[config.mk]
export PLATFORM = sky130hd
export DESIGN_NAME = piso_frame_tx
export DESIGN_NICKNAME = d
export VERILOG_FILES = /design/src/rtl/piso_frame_tx.sv
export SDC_FILE = /design/constraint.sdc
export NUM_CORES = 1
export LEC_CHECK = 0
export BUFFER_PORTS_ARGS = -buffer_cell sky130_fd_sc_hd__buf_2
export CORE_MARGIN = 1.5
export CORE_UTILIZATION = 40
export CTS_CLUSTER_SIZE = 12
export DETAILED_ROUTE_END_ITERATION = 16
export GPL_ROUTABILITY_DRIVEN = 0
export GPL_TIMING_DRIVEN = 0
export PLACE_DENSITY = 0.66
export SETUP_SLACK_MARGIN = 0.02
export SLEW_MARGIN = 20
export SYNTH_ARGS = -nofsm -noshare
export SYNTH_HDL_FRONTEND = slang
export SYNTH_SLANG_ARGS = --single-unit
[constraint.sdc]
create_clock -name clk -period 2.1 [get_ports clk]
set_input_delay 0.315 -clock clk [delete_from_list [all_inputs] [get_ports clk]]
set_output_delay 0.315 -clock clk [all_outputs]
set_load 0.02 [all_outputs]
[src/rtl/piso_frame_tx.sv]
// rtl/piso_frame_tx.sv - parallel-in serial-out framing transmitter
// Frames each accepted word as start(1), data, optional even parity, stop(0); idle line is 0.
module piso_frame_tx #(
  parameter int WIDTH     = 8,
  parameter bit PARITY_EN = 1'b1,
  parameter bit MSB_FIRST = 1'b1
) (
  input  logic             clk,
  input  logic             rst_n,
  input  logic [WIDTH-1:0] data_in,
  input  logic             data_valid,
  output logic             data_ready,
  output logic             serial_out,
  output logic             busy,
  output logic             done
);

  localparam int CW = (WIDTH > 1) ? $clog2(WIDTH) : 1;
  localparam logic [CW-1:0] LAST_BIT = CW'(WIDTH - 1);

  typedef enum logic [2:0] {
    IDLE,
    START,
    DATA,
    PARITY,
    STOP
  } state_t;

  state_t           state;
  logic [WIDTH-1:0] shreg;
  logic [WIDTH-1:0] shreg_nxt;
  logic [CW-1:0]    bit_cnt;
  logic             par_acc;
  logic             accept;
  logic             next_bit;

  // STOP also accepts so back-to-back frames need no idle gap.
  assign data_ready = rst_n && ((state == IDLE) || (state == STOP));
  assign accept     = data_valid && data_ready;
  assign next_bit   = MSB_FIRST ? shreg[WIDTH-1] : shreg[0];
  assign shreg_nxt  = MSB_FIRST ? (shreg << 1) : (shreg >> 1);

  always_ff @(posedge clk) begin
    if (!rst_n) begin
      state      <= IDLE;
      shreg      <= '0;
      bit_cnt    <= '0;
      par_acc    <= 1'b0;
      serial_out <= 1'b0;
      busy       <= 1'b0;
      done       <= 1'b0;
    end else begin
      done <= 1'b0;
      case (state)
        IDLE, STOP: begin
          if (accept) begin
            state      <= START;
            shreg      <= data_in;
            bit_cnt    <= '0;
            par_acc    <= 1'b0;
            serial_out <= 1'b1;
            busy       <= 1'b1;
          end else begin
            state      <= IDLE;
            serial_out <= 1'b0;
            busy       <= 1'b0;
          end
        end
        START: begin
          state      <= DATA;
          bit_cnt    <= '0;
          serial_out <= next_bit;
          par_acc    <= par_acc ^ next_bit;
          shreg      <= shreg_nxt;
        end
        DATA: begin
          // Outputs are registered, so each bit is loaded one cycle before it is shown.
          if (bit_cnt == LAST_BIT) begin
            if (PARITY_EN) begin
              state      <= PARITY;
              serial_out <= par_acc;
            end else begin
              state      <= STOP;
              serial_out <= 1'b0;
              done       <= 1'b1;
            end
          end else begin
            bit_cnt    <= bit_cnt + 1'b1;
            serial_out <= next_bit;
            par_acc    <= par_acc ^ next_bit;
            shreg      <= shreg_nxt;
          end
        end
        PARITY: begin
          state      <= STOP;
          serial_out <= 1'b0;
          done       <= 1'b1;
        end
        default: begin
          state      <= IDLE;
          serial_out <= 1'b0;
          busy       <= 1'b0;
        end
      endcase
    end
  end

endmodule
# Word level (Yosys, flattened, before mapping)
# Cells that the tools add are included.
[word_totals] reg_bits=18 output_inout_bits=4 in_bits=11
[op_classes] addsub=1 mux=17 reduce_logical=8 bitwise=1 eq_ne=8
[ops] cell="$pmux W8 S3" n=1
[ops] cell="$mux W8" n=2
[ops] cell="$pmux W3 S4" n=1
[ops] cell="$mux W3" n=3
[ops] cell="$pmux W3 S3" n=1
[ops] cell="$eq A3 B2 Y1 const B" n=2
[ops] cell="$eq A3 B3 Y1 const B" n=2
[ops] cell="$mux W1" n=6
[ops] cell="$ne A2 B2 Y1 const B" n=3
[ops] cell="$pmux W1 S3" n=2
[ops] cell="$add A3 B1 Y3 const B" n=1
[ops] cell="$eq A3 B1 Y1 const B" n=1
[ops] cell="$logic_not A3 Y1" n=1
[ops] cell="$reduce_and A3 Y1" n=1
[ops] cell="$reduce_bool A3 Y1" n=1
[ops] cell="$reduce_or A3 Y1" n=1
[ops] cell="$logic_and A1 B1 Y1" n=2
[ops] cell="$pmux W1 S2" n=1
[ops] cell="$reduce_or A2 Y1" n=1
[ops] cell="$logic_or A1 B1 Y1" n=1
[ops] cell="$xor A1 B1 Y1" n=1

# Depth between registers and ports, before layout
[logic_depth] word_depth=6 ltp_mapped=6

# Worst setup path before layout
# Ideal clock, no wire load.
[synth_path] path_kind="register to register" from="register bit_cnt[0]" to="register shreg[7]" arrival_time_ns=1.428 period_less_slack_ns=1.557 n_path_buf=0 setup_slack_ns=0.543 stages_incl_launch_ff=6 required_time_ns=1.971 path_cell_list="dfxtp_1 ha_1 ha_1 or4b_4 nand3_4 a31oi_1"
[synth_via] elab_chain_len=3
[synth_lines] element="from (decl)" line="32" text="logic [CW-1:0] bit_cnt;"
[synth_lines] element="from (signal assigned)" line="88" text="bit_cnt <= bit_cnt + 1'b1;"
[synth_lines] element="$eq A3 B3 Y1" line="78" text="if (bit_cnt == LAST_BIT) begin"
[synth_lines] element="$ne A2 B2 Y1 (no line)"
[synth_lines] element="$reduce_and A3 Y1 (no line)"
[synth_lines] element="to (signal assigned)" line="58" text="shreg <= data_in;"
[synth_lines] element="to (signal assigned)" line="74" text="shreg <= shreg_nxt;"
[synth_lines] element="to (signal assigned)" line="91" text="shreg <= shreg_nxt;"
[synth_lines] element="to (decl)" line="30" text="logic [WIDTH-1:0] shreg;"
# Every way passes these cells.
# A chain may end at the register's enable or synchronous reset.

# Final worst setup path
[layout_path] from="register bit_cnt[0]" to="register shreg[1]"
# Same word-level chain as after synthesis.

==> impl_metrics.tcl <==
set metrics [dict create \
    status "finished, final reports clean" \
    initial_cell_density_of_the_core_pct 43.6 \
    path_clk_slew_ps 90 \
    min_from "data_in[0]" \
    post_route_cells_drive_above_1_share_pct 29.2 \
    worst_hold_path.num_cells 3 \
    core.rowCount 17 \
    via_per_inst 6.01 \
    clk_latency_ps 300 \
    grt_first_pass_wirelength_um 3930 \
    part_of_the_cycle_the_worst_path_needs_pct 80.9 \
    synth_top_area_share_pct 36.0 \
    die_width_um 53.1 \
    setup-violations-final 0 \
    synth.distinct_cells 38 \
    first_global_vias 832 \
    worstMarginPinSlew_ps 571 \
    hold_viol_final 0 \
    grt_overflow_total 0 \
    register_bit_count_reported_by_yosys 18 \
    seq_area_frac_synth_pct 36.0 \
    clkSinkCount 18 \
    layout_commonest_cell "dfxtp_1" \
    grt_util_met1_pct 25.7 \
    post-place-ws_ps 416 \
    cts_buffer_depth 2 \
    worst_setup_path_end_kind "flop" \
    required_ps 2290 \
    instances_no_fill 148 \
    mapped_area_sq_um 1000 \
    maxClockFrequency_mhz 589 \
    design.die.area_sq_um 2810 \
    grt_start_max_net_pins 11 \
    timing.setup.tns_ps 0 \
    regToRegSetupSlack_ps 400 \
    count_of_filler_cells_inserted_in_the_layout 231 \
    reg2reg_to "shreg[1]" \
    total_number_of_yosys_warnings 0 \
    r2r_start "bit_cnt[0]" \
    rsz0062_at_grt "no" \
    area_taken_by_multi_input_logic_gates_sq_um 559 \
    htree_num_levels 1 \
    remaining_drc_errors 0 \
    final.setup_skew_ps 6.78 \
    synth.largest_area_cell "dfxtp_1" \
    area_growth_pct 12.7 \
    die_h_um 53.1 \
    synth_area_leaders "dfxtp_1 (36%), o41ai_1 (6.1%), a31oi_1 (5.0%)" \
    port_buffers 14 \
    crit_path_class "flop to flop" \
    core-area_sq_um 2300 \
    setup_slack_ps 402 \
    dpl.hpwl_um 1590 \
    insertedDiodeCount 0 \
    grtUsageMet2_pct 29.0 \
    static-leakage-power_nw 0.428 \
    holdPathEnd "shreg[0]" \
    synthesis.nets 116 \
    drt_pass1_iterations 4 \
    dp_cells 145 \
    max-cap-violations 0 \
    cts.root.buffer_cell "clkbuf_4" \
    layout_common_cells "dfxtp_1 (18), buf_2 (16), nand3_1 (9)" \
    ff2ff_path_depth 5 \
    dr.first_iter.drc_count 14 \
    vdd_ir_drop_max_uv 573 \
    class_of_the_tightest_hold_or_removal_check "input pin to flop" \
    cts_inserted_buffers 3 \
    post_synth.cell_area_avg_sq_um 9.73 \
    drv_slew 0 \
    max_slew_headroom_pct 61.6 \
    worst-path-max-fanout 7 \
    post_cts_buffers 0 \
    tritoncts "done" \
    timing.critical_path.from_type "flop" \
    layout_min_cycle_time_ps 1700 \
    post_cts_hold_buffer_count 0 \
    num-nets-final 135 \
    grt_total_usage_pct 19.7 \
    ios 15 \
    met3_track_utilization_from_global_routing_pct 5.93 \
    cp_data_arrival_time_ps 1890 \
    globalRoute.busiestLayer "met2" \
    antenna_violating_nets_left 0 \
    hold-worst-slack_ps 261 \
    drt_wl_total_um 2240 \
    power_density_nw_per_um2 679 \
    average_wire_per_standard_cell_um 15.1 \
    post_cts_resized 0 \
    antenna_found_initial 0 \
    area.sequential_sq_um 360 \
    postSynthCellCount 103 \
    dr_total_vias 889 \
]
-- metrics by stage --
step	instance area [sq um]	power [mW]	utilization, %
floorplan	1000	0.549	-
global placement	1110	0.593	48.2
detailed placement	1110	0.598	48.2
CTS	1130	0.776	49.2
global route	1130	0.817	49.2
finish	1130	0.767	49.2
-- layer usage --
layer	routed length, um	part of all wire [%]
met2	983	44
met4	48	2.1
met5	0	0
met3	108	4.8
met1	1100	49
-- state kept, by name, indices dropped and copies added, names as in the netlist --
register and cells:
state 3, serial_out 1, busy 1, bit_cnt 3, done 1, par_acc 1, shreg 8
-- power by group --
part           internal, mW  leakage [nW]  switching (mW)
Clock                0.0671        0.0138           0.108
Combinational        0.0865         0.267           0.108
Sequential            0.374         0.148          0.0227
Total                 0.528         0.428           0.239
-- kinds of logic (layout without fill, tap and decap cells) --
family                   count (synthesis)  in the layout  synth area share, %
buffers and inverters                   11             28                 8.24
multiplexers                             1              1                0.999
flip-flops                              18             18                 36.0
AO/OA/AOI/OAI                           32             32                 21.7
XOR/XNOR                                 2              2                 2.50
adder cells (fa/ha/maj)                  3              3                 3.50
AND/OR/NAND/NOR                         36             36                 27.1
-- area by class of cell --
type	count	area share, %
flip-flops and latches	18	31.9
well taps	28	3.10
plain buffers	9	6.64
clock buffers	3	1.99
inverters	2	0.664
multi-input cells	74	49.5
repair buffers	14	6.20
-- synthesized netlist by cell type (all sizes together) --
cell     number
maj3          1
o21ai         7
a311oi        1
xnor2         1
buf           5
nor2          1
nor3b         3
clkinv        1
o211ai        1
nor3          5
nand4bb       1
nand3b        1
and2b         2
inv           1
and4bb        1
xor2          1
nand2         3
nand3        10
mux2i         1
dfxtp        18
o41ai         7
or4b          1
nor4b         1
a21oi         5
clkbuf        4
nand2b        1
nand4         4
or3b          1
or3           1
a31oi         8
ha            2
o311ai        2
o31ai         1
-- critical path, cell delays in order (launching register included) --
cell and delay [ps]:
dfxtp_1 340, ha_1 200, ha_1 250, or4b_4 560, nand3_4 140, a31oi_1 90
-- how the worst max path moves through the flow --
stage | from | endpoint | slack, ps | cells past startpoint
finish | bit_cnt[0] | shreg[1] | 400 | 5
global route | bit_cnt[0] | bit_cnt[2] | 290 | 6
CTS | bit_cnt[0] | shreg[1] | 400 | 5
detailed placement | bit_cnt[0] | shreg[6] | 420 | 5
global placement | bit_cnt[0] | shreg[1] | 430 | 5
floorplan | bit_cnt[0] | shreg[7] | 540 | 5
Note: power is estimated with default switching activity, not from simulation.
